File: src/rtl/mem_access_if.sv
// Request/response handshake and DataMemory bus of mem_access_unit.
// slave = the unit, master = datapath plus memory side.
interface mem_access_if #(
   parameter int ADDR_W = 15
);
   logic              req_valid;
   logic              req_ready;
   logic              req_write;
   logic [1:0]        req_size;
   logic              req_unsigned;
   logic [ADDR_W+1:0] req_addr;
   logic [31:0]       req_wdata;
   logic              resp_valid;
   logic [31:0]       resp_rdata;
   logic              resp_err;
   logic [ADDR_W-1:0] data_address;
   logic              write_en;
   logic [31:0]       write_data;
   logic [31:0]       read_data;

   modport slave (
      input  req_valid, req_write, req_size, req_unsigned,
      input  req_addr, req_wdata, read_data,
      output req_ready, resp_valid, resp_rdata, resp_err,
      output data_address, write_en, write_data
   );

   modport master (
      output req_valid, req_write, req_size, req_unsigned,
      output req_addr, req_wdata, read_data,
      input  req_ready, resp_valid, resp_rdata, resp_err,
      input  data_address, write_en, write_data
   );
endinterface

File: src/rtl/mem_access_unit.sv
// Byte/half/word load-store sequencer in front of a word-wide DataMemory.
// MISALIGN_CHECK_EN: report misaligned requests instead of force-aligning.
module mem_access_unit #(
   parameter int ADDR_W = 15,
   parameter int DATA_W = 32
) (
   input logic         clk,
   input logic         rst_n,
   mem_access_if.slave bus
);
   typedef enum logic [1:0] {IDLE, RD, WR, RESP} state_e;

   state_e              state_q, state_d;
   logic                write_q;
   logic [1:0]          size_q;
   logic                uns_q;
   logic [1:0]          off_q;
   logic [DATA_W-1:0]   wdata_q;
   logic [DATA_W-1:0]   word_q;
   logic                err_q;
   logic [ADDR_W-1:0]   daddr_q;

   logic                acc;
   logic                err_in;
   logic [ADDR_W+1:0]   addr_in;
   logic [4:0]          sh_b;
   logic [4:0]          sh_h;
   logic [7:0]          lane_b;
   logic [15:0]         lane_h;
   logic [DATA_W-1:0]   load_d;
   logic [DATA_W-1:0]   wr_d;
   logic [DATA_W-1:0]   mask_d;
   logic [DATA_W-1:0]   ins_d;

   assign acc = bus.req_valid & bus.req_ready;

`ifdef MISALIGN_CHECK_EN
   logic mis;
   assign mis = (bus.req_size == 2'b01 & bus.req_addr[0])
              | (bus.req_size[1] & |bus.req_addr[1:0]);
   assign err_in = mis;
`else
   assign err_in = 1'b0;
`endif

   always_comb begin
      addr_in = bus.req_addr;
`ifndef MISALIGN_CHECK_EN
      // misaligned half/word requests drop the offending low bits
      if (bus.req_size[1]) addr_in[1:0] = 2'b00;
      else if (bus.req_size[0]) addr_in[0] = 1'b0;
`endif
   end

   always_comb begin
      state_d = state_q;
      unique case (state_q)
         IDLE: begin
            if (acc) begin
               if (err_in) state_d = RESP;
               else if (bus.req_write && bus.req_size[1]) state_d = WR;
               else state_d = RD;
            end
         end
         RD:      state_d = write_q ? WR : RESP;
         WR:      state_d = RESP;
         RESP:    state_d = IDLE;
         default: state_d = IDLE;
      endcase
   end

   always_ff @(posedge clk or negedge rst_n) begin
      if (!rst_n) begin
         state_q <= IDLE;
         write_q <= 1'b0;
         size_q  <= 2'b00;
         uns_q   <= 1'b0;
         off_q   <= 2'b00;
         wdata_q <= '0;
         word_q  <= '0;
         err_q   <= 1'b0;
         daddr_q <= '0;
      end else begin
         state_q <= state_d;
         if (acc) begin
            write_q <= bus.req_write;
            size_q  <= bus.req_size;
            uns_q   <= bus.req_unsigned;
            off_q   <= addr_in[1:0];
            wdata_q <= bus.req_wdata;
            err_q   <= err_in;
            if (!err_in) daddr_q <= addr_in[ADDR_W+1:2];
         end
         if (state_q == RD) word_q <= bus.read_data;
      end
   end

   assign sh_b   = {off_q, 3'b000};
   assign sh_h   = {off_q[1], 4'b0000};
   assign lane_b = 8'(word_q >> sh_b);
   assign lane_h = 16'(word_q >> sh_h);

   always_comb begin
      load_d = word_q;
      mask_d = '0;
      ins_d  = '0;
      unique case (1'b1)
         size_q[1]: begin
            load_d = word_q;
         end
         size_q == 2'b01: begin
            load_d = {{(DATA_W-16){~uns_q & lane_h[15]}}, lane_h};
            mask_d = {{(DATA_W-16){1'b0}}, 16'hFFFF} << sh_h;
            ins_d  = {{(DATA_W-16){1'b0}}, wdata_q[15:0]} << sh_h;
         end
         size_q == 2'b00: begin
            load_d = {{(DATA_W-8){~uns_q & lane_b[7]}}, lane_b};
            mask_d = {{(DATA_W-8){1'b0}}, 8'hFF} << sh_b;
            ins_d  = {{(DATA_W-8){1'b0}}, wdata_q[7:0]} << sh_b;
         end
         default: begin
            load_d = word_q;
         end
      endcase
   end

   // word stores bypass the merge; sub-word stores patch the captured word
   assign wr_d = size_q[1] ? wdata_q : ((word_q & ~mask_d) | ins_d);

   assign bus.req_ready    = (state_q == IDLE);
   assign bus.resp_valid   = (state_q == RESP);
   assign bus.write_en     = (state_q == WR);
   assign bus.data_address = daddr_q;
   assign bus.write_data   = wr_d;
   assign bus.resp_rdata   = (state_q == RESP && !write_q && !err_q)
                           ? load_d : '0;
`ifdef MISALIGN_CHECK_EN
   assign bus.resp_err     = (state_q == RESP) & err_q;
`else
   assign bus.resp_err     = 1'b0;
`endif
endmodule

File: src/flat_wrapper.sv
// flat-port wrapper written by rule: the top's interface ports become plain ports
module mem_access_unit_flat 
#(
   parameter int ADDR_W = 15,
   parameter int DATA_W = 32
)
  (clk, rst_n, bus_req_valid, bus_req_write, bus_req_size, bus_req_unsigned, bus_req_addr, bus_req_wdata, bus_read_data, bus_req_ready, bus_resp_valid, bus_resp_rdata, bus_resp_err, bus_data_address, bus_write_en, bus_write_data);
  mem_access_if #(.ADDR_W(ADDR_W)) bus_i ();
  input logic clk;
  input logic rst_n;
  input wire logic [$bits(bus_i.req_valid)-1:0] bus_req_valid;
  input wire logic [$bits(bus_i.req_write)-1:0] bus_req_write;
  input wire logic [$bits(bus_i.req_size)-1:0] bus_req_size;
  input wire logic [$bits(bus_i.req_unsigned)-1:0] bus_req_unsigned;
  input wire logic [$bits(bus_i.req_addr)-1:0] bus_req_addr;
  input wire logic [$bits(bus_i.req_wdata)-1:0] bus_req_wdata;
  input wire logic [$bits(bus_i.read_data)-1:0] bus_read_data;
  output wire logic [$bits(bus_i.req_ready)-1:0] bus_req_ready;
  output wire logic [$bits(bus_i.resp_valid)-1:0] bus_resp_valid;
  output wire logic [$bits(bus_i.resp_rdata)-1:0] bus_resp_rdata;
  output wire logic [$bits(bus_i.resp_err)-1:0] bus_resp_err;
  output wire logic [$bits(bus_i.data_address)-1:0] bus_data_address;
  output wire logic [$bits(bus_i.write_en)-1:0] bus_write_en;
  output wire logic [$bits(bus_i.write_data)-1:0] bus_write_data;
  assign bus_i.req_valid = bus_req_valid;
  assign bus_i.req_write = bus_req_write;
  assign bus_i.req_size = bus_req_size;
  assign bus_i.req_unsigned = bus_req_unsigned;
  assign bus_i.req_addr = bus_req_addr;
  assign bus_i.req_wdata = bus_req_wdata;
  assign bus_i.read_data = bus_read_data;
  assign bus_req_ready = bus_i.req_ready;
  assign bus_resp_valid = bus_i.resp_valid;
  assign bus_resp_rdata = bus_i.resp_rdata;
  assign bus_resp_err = bus_i.resp_err;
  assign bus_data_address = bus_i.data_address;
  assign bus_write_en = bus_i.write_en;
  assign bus_write_data = bus_i.write_data;
  mem_access_unit #(.ADDR_W(ADDR_W), .DATA_W(DATA_W)) u_core (.clk(clk), .rst_n(rst_n), .bus(bus_i));
endmodule
File: config.mk
export PLATFORM = sky130hd
export DESIGN_NAME = mem_access_unit_flat
export DESIGN_NICKNAME = d
export VERILOG_FILES = /design/src/rtl/mem_access_if.sv /design/src/rtl/mem_access_unit.sv /design/src/flat_wrapper.sv
export SDC_FILE = /design/constraint.sdc
export NUM_CORES = 1
export LEC_CHECK = 0
export CAP_MARGIN = 15
export CORE_MARGIN = 2
export CORE_UTILIZATION = 47
export CTS_BUF_LIST = sky130_fd_sc_hd__clkbuf_4 sky130_fd_sc_hd__clkbuf_8
export DETAILED_ROUTE_END_ITERATION = 16
export PLACE_DENSITY_LB_ADDON = 0.12
export SETUP_SLACK_MARGIN = 0.5
export SLEW_MARGIN = 20
export SYNTH_ARGS = -nofsm -noshare
export SYNTH_HDL_FRONTEND = slang
export SYNTH_SLANG_ARGS = --single-unit
File: constraint.sdc
create_clock -name clk -period 2.45 [get_ports clk]
set_clock_uncertainty 0.2 [all_clocks]
set_input_delay 0.245 -clock clk [delete_from_list [all_inputs] [get_ports clk]]
set_output_delay 0.245 -clock clk [all_outputs]
set_load 0.02 [all_outputs]
==> out/metrics.csv, run 1 <==
stage;metric;value;unit
placement;routability cong.;0.920;
global_routing;largest net degree at the start of global routing;48;
setup_path;critical-path maximum fanout;8;
placement;worst slack, placed;-153;ps
final_layout;ANT cells;0;
die;die span in x;105;um
drt;number of DRC markers in iteration 0;432;
final_layout;fin util;82.4;%
setup_path;worst r2r src;u_core.state_q[0];
status;outcome;complete, but fails checks;
synth;number of synthesized flops with an enable pin;0;
synth;Compound-Gate Fraction of Synth Area;18.7;%
final_layout;share of cells above drive strength 1;50.8;%
global_routing;aggregate global routing overflow;0;
synth;main combinational cell family by area after synthesis;multiplexers;
drt;drt wl/cell;22.8;um
drt;Total Wirelength;18100;um
placement;port bufs;169;
die;I/O pins;171;
clocking;TritonCTS clock tree;yes;
global_routing;Global Route Usage Sum;31.2;%
final_layout;register area;2180;um^2
timing;RSZ-0062 raised after global routing;true;
global_routing;number of global-route vias before repair;4805;
clocking;H-tree depth reported by CTS;3;
pwr;Leakage Power;3.50;nW
synth;FFs w/ async S/R, synth;100;%
timing;Tcrit/Tclk final;108;%
synth;Post-Synth Adder-Cell Area;1.05;%
timing;min Tclk post-route;2650;ps
synth;Synth Flop Type;dfrtp_1;
die;Starting Density;48.6;%
status;failing checks;negative setup slack;
synth;synthesized flop and latch total;87;
synth;Synth cell types;37;
global_routing;initial antenna violation count;0;
timing;final worst slack;-203;ps
clocking;CTS Sinks;87;
placement;post-detail-place hpwl;11400;um
synth;Gate Count Post-Synth;425;
final_layout;Design Area, Final;8050;um^2
synth;Syn. warnings;0;
placement;placed instance area;6920;um^2
drt;Post-DRT Antenna Nets;0;
pwr;maximum VDD drop;1010;uV
die;die area;10900;um^2
timing;slew at the pin closest to its max-slew limit;569;ps
die;Core ar.;9770;um^2
synth;Mapped Nets;517;
global_routing;first-pass GRT wire length;26300;um
synth;XOR/XNOR Fraction of Synth Area;0;%
drt;# DRC;0;
drt;1st-pass router iterations;5;
setup_path;Setup CP Type;flip-flop to primary output;
timing;fmax;0.377;GHz
pwr;Pwr Density;1550;nW/um^2
synth;Seq/Total Area, Yosys;45.8;%
final_layout;# fillers;550;
synth;syn_area_per_cell;11.2;um^2
clocking;Root Driver;clkbuf_8;
final_layout;Multi-input gate area;2850;um^2
timing;Max Slew Vio Count;0;
clocking;CTS max path bufs;2;
clocking;CTS buffer count;9;
final_layout;Layout Area Growth over Synthesis;69.5;%
die;FP Rows;36;
setup_path;WP data required;2010;ps
flow_run;Max Cap Viol;0;
synth;Cell Area, Synth;4750;um^2
setup_path;Worst Path Arrival;2210;ps
drt;vias per cell;6.03;
hold_path;Min-Delay Path Class;input port to async pin;
die;die height;105;um
clocking;clock-pin slew on the worst setup and hold paths;90;ps
drt;via count;4785;
setup_path;critical path endpoint category;primary output;
timing;# setup viols final;48;
final_layout;fin nets;748;
timing;final hold vios;0;
clocking;Skew-Pair Late Insertion Delay;360;ps
setup_path;crit start category;flip-flop;
timing;Max-slew headroom;62.1;%
synth;post-synthesis mux area share;23.7;%
synth;Post-Synth Simple-Gate Area;6.98;%
setup_path;Crit. Startpoint;u_core.off_q[1];
==> routing by layer <==
| metal | global-route usage [%] | share of wire (%) | vias up |
|---|---|---|---|
| met5 | 0 | 0 | - |
| met4 | 14.9 | 4.7 | 0 |
| met3 | 6.52 | 9.2 | 70 |
| met2 | 50.8 | 48 | 326 |
| met1 | 39.6 | 38 | 2350 |
| li1 | - | - | 2039 |
==> placed cells by master, fill, tap and decap left out, drive strengths merged, types with 2 or more instances in the layout <==
cell	n
a2111oi	2
a211oi	4
a21o	18
a21oi	25
a222oi	7
a22o	7
a22oi	23
a31oi	6
and2b	4
buf	146
clkbuf	14
clkdlybuf4s50	101
clkinvlp	3
dfrtp	87
ha	4
inv	8
mux2	99
nand2	25
nand2b	2
nand3	7
nor2	12
nor2b	14
nor3	2
o211ai	6
o21a	6
o21ai	16
o22ai	2
or2	2
==> final cells by class <==
| class | count | area share (%) |
|---|---|---|
| Clock buffer | 11 | 1.88 |
| Clock inverter | 4 | 0.668 |
| Inverter | 8 | 0.482 |
| Multi-Input combinational cell | 298 | 35.4 |
| Sequential cell | 87 | 27.1 |
| Tap cell | 133 | 2.07 |
| Timing Repair Buffer | 252 | 32.5 |
==> logic make-up (layout without fill, tap and decap cells) <==
kind of cell / after synthesis / in the layout
simple gates: 68 / 68
buf+inv: 40 / 275
mux: 100 / 100
flops: 87 / 87
compound gates: 125 / 125
fa+ha+maj: 4 / 4
other cells: 1 / 1
==> cell usage after synthesis, drive strengths merged (2+ instances only) <==
library cell	count	area [um^2]
a21oi	25	125
nor2b	14	87.6
a211oi	4	30.0
mux2	99	1110
a22oi	23	173
nand2b	2	12.5
a2111oi	2	36.3
a222oi	7	70.1
nor3	2	10.0
a22o	7	61.3
or2	2	17.5
o21a	6	45.0
clkbuf	21	78.8
ha	4	50.1
o211ai	6	45.0
a31oi	6	37.5
a21o	18	144
buf	11	66.3
inv	8	30.0
nand2	25	93.8
nor2	12	45.0
nand3	7	35.0
o22ai	2	12.5
dfrtp	87	2180
and2b	4	30.0
o21ai	16	80.1
==> registers in the layout, indices dropped and copies added, names as in the netlist <==
signal / cells
u_core.write_q: 1
u_core.off_q: 2
u_core.uns_q: 1
u_core.state_q: 2
u_core.size_q: 2
u_core.word_q: 32
u_core.bus.data_address: 15
u_core.wdata_q: 32
==> critical path, cell delays in order, from the launching register on <==
cell       delay (ps)
dfrtp_2           480
mux2i_2           190
or2_4             290
a2111oi_4         350
buf_4             190
clkbuf_16         140
a21o_1             90
buf_6             110
==> power breakdown <==
group	switching (mW)	total [mW]	internal [mW]
Combinational	4.02	8.26	4.24
Sequential	0.970	3.15	2.18
Clock	0.527	1.05	0.525
Total	5.51	12.5	6.95
==> per-stage QoR <==
stage	total power, mW	TNS (ps)	hold slack, ps	std cells
after global placement	9.57	-3260	55.9	739
after detailed placement	9.72	-3820	64.7	739
after CTS	11.5	-4600	222	783
after floorplan	6.67	0	-251	425
final	12.5	-5180	233	793
after global routing	12.9	-7530	258	793
==> path summary, 6_finish.rpt <==
| check | slack, ps | to | depth (start not counted) |
|---|---|---|---|
| worst min-delay path | 230 | u_core.wdata_q[18] | 2 |
| worst min register to register | 310 | u_core.bus.data_address[8] | 1 |
| max in group asynchronous | 1150 | u_core.bus.data_address[11] | 3 |
| worst max-delay path | -200 | bus_resp_rdata[29] | 7 |
| worst max register to register | 570 | u_core.wdata_q[26] | 6 |
| min in group clk | 250 | u_core.off_q[0] | 3 |
==> repair_timing <==
item	in CTS	in global routing
endpoints found under the hold margin	40	0
setup buffers	26	9
cloned	2	1
resized for setup	436	79
pin swaps	29	32
setup endpoints to repair	110	94
hold buffers	1	0
Note: power is estimated with default switching activity, not from simulation.
==> run 2, diff against run 1 <==
--- a/config.mk
+++ b/config.mk
@@ -6,6 +6,7 @@
 export NUM_CORES = 1
 export LEC_CHECK = 0
 export CAP_MARGIN = 15
+export CORE_ASPECT_RATIO = 1.5
 export CORE_MARGIN = 2
 export CORE_UTILIZATION = 47
 export CTS_BUF_LIST = sky130_fd_sc_hd__clkbuf_4 sky130_fd_sc_hd__clkbuf_8
==> out/metrics.csv, run 2 (same netlist as run 1, synthesis figures left out) <==
stage;metric;value;unit
final_layout;# fillers;515;
clocking;CTS buffer count;9;
die;I/O pins;171;
drt;vias per cell;6.34;
timing;Max Slew Vio Count;0;
timing;final hold vios;0;
timing;worst hold slack;219;ps
setup_path;worst path bufs/invs;2;
drt;Post-DRT Antenna Nets;0;
clocking;Root Driver;clkbuf_8;
setup_path;delay-heaviest family, CP;compound AO/OA/AOI/OAI gates;
clocking;H-tree depth reported by CTS;3;
timing;RSZ-0062 raised after global routing;true;
hold_path;Min-Delay Path Class;input port to async pin;
drt;Total Wirelength;19000;um
timing;Tcrit/Tclk final;110;%
final_layout;share of cells above drive strength 1;52.2;%
timing;Max-slew headroom;59.1;%
setup_path;WP data required;2010;ps
die;FP Rows;44;
timing;slew at the pin closest to its max-slew limit;614;ps
final_layout;fin nets;761;
final_layout;fin util;82.9;%
die;Starting Density;48.7;%
clocking;CTS max path bufs;2;
pwr;Pwr Total;12.7;mW
global_routing;GR Util met2;52.8;%
global_routing;initial antenna violation count;0;
setup_path;Reg2Reg Setup Slack;590;ps
setup_path;crit start category;flip-flop;
global_routing;met1 Use GR;34.6;%
die;die span in x;86.1;um
setup_path;critical path endpoint category;primary output;
pwr;maximum VDD drop;910;uV
timing;min Tclk post-route;2690;ps
pwr;Pwr Density;1570;nW/um^2
status;outcome;complete, but fails checks;
flow_run;Max Cap Viol;0;
setup_path;FF-to-FF End;u_core.word_q[31];
timing;final worst slack;-240;ps
final_layout;Multi-input gate area;2810;um^2
clocking;Skew-Pair Late Insertion Delay;360;ps
die;die area;10900;um^2
clocking;TritonCTS clock tree;yes;
placement;post-detail-place hpwl;11700;um
final_layout;ANT cells;0;
setup_path;slowest stage delay, CP;490;ps
status;failing checks;negative setup slack;
global_routing;first-pass GRT wire length;26000;um
drt;# DRC;0;
timing;# setup viols final;56;
global_routing;aggregate global routing overflow;0;
final_layout;Layout Area Growth over Synthesis;70.1;%
setup_path;Slowest-stage cell, CP;dfrtp_2;
setup_path;Worst Path Arrival;2250;ps
drt;drt wl/cell;24.0;um
pwr;Leakage Power;3.59;nW
die;Core ar.;9740;um^2
drt;1st-pass router iterations;8;
clocking;CTS Sinks;87;
drt;via count;4994;
placement;routability cong.;0.923;
global_routing;Global Route Usage Sum;31.1;%
die;die height;127;um
global_routing;number of global-route vias before repair;4875;
global_routing;largest net degree at the start of global routing;56;
setup_path;cell breakdown of the critical path;mux2i_2 > or2_4 > a211o_4 > buf_6 > a21oi_2 > buf_6;
global_routing;GR peak layer;met2;
clocking;clock-pin slew on the worst setup and hold paths;90;ps
timing;fmax;0.372;GHz
setup_path;Setup CP Type;flip-flop to primary output;
setup_path;Reg2Reg Depth;5;
setup_path;worst r2r src;u_core.state_q[1];
placement;port bufs;169;
global_routing;met3 GRT Util;6.98;%
final_layout;most frequent cells in the layout;101 x clkdlybuf4s50_1, 90 x mux2_2, 88 x buf_6;
drt;number of DRC markers in iteration 0;432;
setup_path;most used cell, CP;buf_6;
final_layout;register area;2180;um^2
setup_path;critical-path maximum fanout;6;
final_layout;commonest non-fill, non-tap cell in the layout;clkdlybuf4s50_1;
==> run 2: how the worst max path moves through the flow <==
stage                          startpoint            endpoint  slack [ps]  cells after the start
final                     u_core.off_q[1]   bus_resp_rdata[8]        -240                      6
after global routing      u_core.off_q[0]   bus_resp_rdata[3]        -300                     10
after floorplan           u_core.off_q[0]  bus_resp_rdata[24]         210                      6
after CTS                 u_core.off_q[0]   bus_resp_rdata[5]        -160                     10
after global placement    u_core.off_q[0]  bus_write_data[29]        -110                      7
after detailed placement  u_core.off_q[0]  bus_resp_rdata[27]        -150                      6
==> run 2: what timing repair did <==
action	CTS	global route
gates resized for setup	446	86
hold endpoints to repair	43	0
pin swaps	28	38
gates cloned	2	1
hold buffers	1	0
setup buffers	21	24
endpoints found under the setup margin	67	96
==> run 2: layout make-up <==
class                      count  share of cell area [%]
tap                          115                    1.78
clock inverter                 4                   0.279
timing repair buffer         265                    33.9
clock buffer                  11                    1.80
multi-input combinational    298                    34.8
sequential                    87                    27.0
inverter                       8                   0.418
==> run 2: power breakdown <==
part | internal (mW) | total, mW | switching, mW
registers | 2.18 | 3.15 | 0.973
clock network | 0.398 | 0.928 | 0.531
logic | 4.49 | 8.64 | 4.16
total | 7.06 | 12.7 | 5.66
==> run 2: stage by stage <==
stage / setup slack, ps / instance area (um^2) / cells / TNS [ps]
after floorplan: 207 / 4840 / 425 / 0
after global placement: -112 / 6920 / 724 / -2510
after detailed placement: -147 / 6920 / 724 / -3790
after CTS: -161 / 7540 / 763 / -2960
after global routing: -296 / 8080 / 788 / -9690
final: -240 / 8080 / 788 / -6180
==> run 2: routing by layer <==
metal | vias to the layer above | share of wire [%] | routed length, um
met2 | 410 | 50 | 9490
met3 | 113 | 8.9 | 1690
met5 | - | 0 | 0
li1 | 2058 | - | -
met1 | 2413 | 34 | 6390
met4 | 0 | 7.3 | 1380
==> run 3, diff against run 2 <==
--- a/config.mk
+++ b/config.mk
@@ -6,7 +6,7 @@
 export NUM_CORES = 1
 export LEC_CHECK = 0
 export CAP_MARGIN = 15
-export CORE_ASPECT_RATIO = 1.5
+export CORE_ASPECT_RATIO = 0.9
 export CORE_MARGIN = 2
 export CORE_UTILIZATION = 47
 export CTS_BUF_LIST = sky130_fd_sc_hd__clkbuf_4 sky130_fd_sc_hd__clkbuf_8
==> out/metrics.csv, run 3 (same netlist as run 1, synthesis figures left out) <==
stage;metric;value;unit
status;outcome;complete, but fails checks;
status;failing checks;negative setup slack;
setup_path;Worst Path Arrival;2190;ps
pwr;maximum VDD drop;957;uV
timing;final hold vios;0;
timing;worst hold slack;186;ps
placement;port bufs;169;
timing;final worst slack;-185;ps
placement;placed instance area;7000;um^2
setup_path;critical path endpoint category;primary output;
setup_path;critical-path maximum fanout;14;
drt;Post-DRT Antenna Nets;0;
final_layout;fin nets;760;
hold_path;Min-Delay Path Class;input port to async pin;
timing;Max Slew Vio Count;0;
placement;post-detail-place hpwl;11500;um
setup_path;worst r2r src;u_core.state_q[1];
clocking;H-tree depth reported by CTS;3;
timing;Tcrit/Tclk final;108;%
global_routing;initial antenna violation count;0;
setup_path;Reg2Reg Depth;5;
clocking;CTS Sinks;87;
final_layout;Multi-input gate area;2800;um^2
drt;M1 WL;7200;um
pwr;Leakage Power;3.61;nW
die;die height;99.4;um
final_layout;fin util;83.6;%
clocking;Skew-Pair Late Insertion Delay;370;ps
timing;RSZ-0062 raised after global routing;true;
pwr;Pwr Density;1560;nW/um^2
clocking;clock-pin slew on the worst setup and hold paths;90;ps
final_layout;most frequent cells in the layout;101 x clkdlybuf4s50_1, 92 x buf_6, 90 x mux2_2;
global_routing;largest net degree at the start of global routing;40;
setup_path;FF-to-FF End;u_core.word_q[30];
die;Core ar.;9740;um^2
setup_path;Setup CP Type;flip-flop to primary output;
die;FP Rows;34;
final_layout;Layout Area Growth over Synthesis;71.5;%
final_layout;share of cells above drive strength 1;52.0;%
setup_path;WP data required;2010;ps
die;Starting Density;48.8;%
clocking;TritonCTS clock tree;yes;
timing;slew at the pin closest to its max-slew limit;775;ps
die;I/O pins;171;
global_routing;Global Route Usage Sum;30.2;%
clocking;CTS buffer count;9;
drt;1st-pass router iterations;5;
die;die span in x;110;um
setup_path;Reg2Reg Setup Slack;590;ps
drt;wire length on met3;1590;um
flow_run;Max Cap Viol;0;
timing;fmax;0.380;GHz
timing;min Tclk post-route;2630;ps
timing;Max-slew headroom;48.3;%
drt;number of DRC markers in iteration 0;390;
drt;DR top layer;met4;
drt;vias per cell;5.85;
final_layout;Design Area, Final;8140;um^2
drt;# DRC;0;
drt;via count;4672;
drt;Total Wirelength;17400;um
global_routing;first-pass GRT wire length;24900;um
global_routing;aggregate global routing overflow;0;
clocking;CTS max path bufs;2;
timing;# setup viols final;60;
final_layout;ANT cells;0;
final_layout;# fillers;550;
global_routing;number of global-route vias before repair;4655;
final_layout;register area;2180;um^2
drt;drt wl/cell;21.8;um
placement;routability cong.;0.951;
drt;met2 wire length;7980;um
clocking;Root Driver;clkbuf_8;
die;die area;10900;um^2
final_layout;commonest non-fill, non-tap cell in the layout;clkdlybuf4s50_1;
setup_path;crit start category;flip-flop;
## run 3: cell types whose count changed in the layout (fill, tap and decap cells not counted), sizes merged
| cell | before | now |
|---|---|---|
| bufbuf | 0 | 1 |
| clkbuf | 13 | 11 |
| bufinv | 0 | 2 |
| inv | 7 | 10 |
| buf | 160 | 159 |
| clkinvlp | 2 | 0 |
| clkinv | 3 | 2 |
## run 3: layout make-up
| type | instances | share of cell area (%) |
|---|---|---|
| multi-input cells | 298 | 34.4 |
| repair buffers | 264 | 33.7 |
| flip-flops and latches | 87 | 26.7 |
| well taps | 126 | 1.94 |
| clock buffers | 10 | 1.69 |
| clock inverters | 6 | 1.12 |
| inverters | 8 | 0.461 |
## run 3: worst max path at each step
stage                      start  cells past startpoint                 end
3_3_place_gp   u_core.state_q[0]                      5  bus_resp_rdata[18]
5_1_grt          u_core.off_q[0]                     11   bus_resp_rdata[0]
3_5_place_dp   u_core.state_q[0]                      5  bus_resp_rdata[23]
6_report        u_core.size_q[0]                      7  bus_resp_rdata[27]
2_1_floorplan    u_core.off_q[0]                      6  bus_resp_rdata[24]
4_1_cts          u_core.off_q[1]                      7  bus_resp_rdata[19]
## run 3: layer usage
| layer | GRT usage [%] | vias to the layer above |
|---|---|---|
| met5 | 0 | - |
| met4 | 11.8 | 0 |
| met3 | 7.99 | 56 |
| met2 | 44.9 | 257 |
| met1 | 42.1 | 2300 |
| li1 | - | 2059 |
## run 3: critical path, stage by stage, from the launching register on
cell and delay [ps]:
dfrtp_1 420, or2_4 250, or2_4 280, a2111oi_4 310
buf_4 190, buf_12 130, a21o_1 110, buf_6 120
## run 3: timing repair
action | CTS | global route
gates resized for setup | 437 | 90
hold buffers | 1 | 0
pin swaps | 27 | 28
gates cloned | 2 | 1
setup endpoints to repair | 112 | 110
endpoints found under the hold margin | 37 | 0
setup buffers | 21 | 16
## run 3: where the power goes
group	total (mW)	switching (mW)	internal [mW]
combinational	8.42	3.95	4.47
sequential	3.15	0.973	2.18
clock	1.16	0.546	0.609
total	12.7	5.47	7.26
## run 3: metrics by stage
stage	TNS (ps)	worst slack [ps]	power [mW]	cells
after global placement	-7370	-224	9.68	742
after floorplan	0	207	6.67	425
after CTS	-4180	-205	11.7	782
after global routing	-9940	-269	13.3	799
after detailed placement	-9030	-399	9.84	742
final	-6140	-185	12.7	799
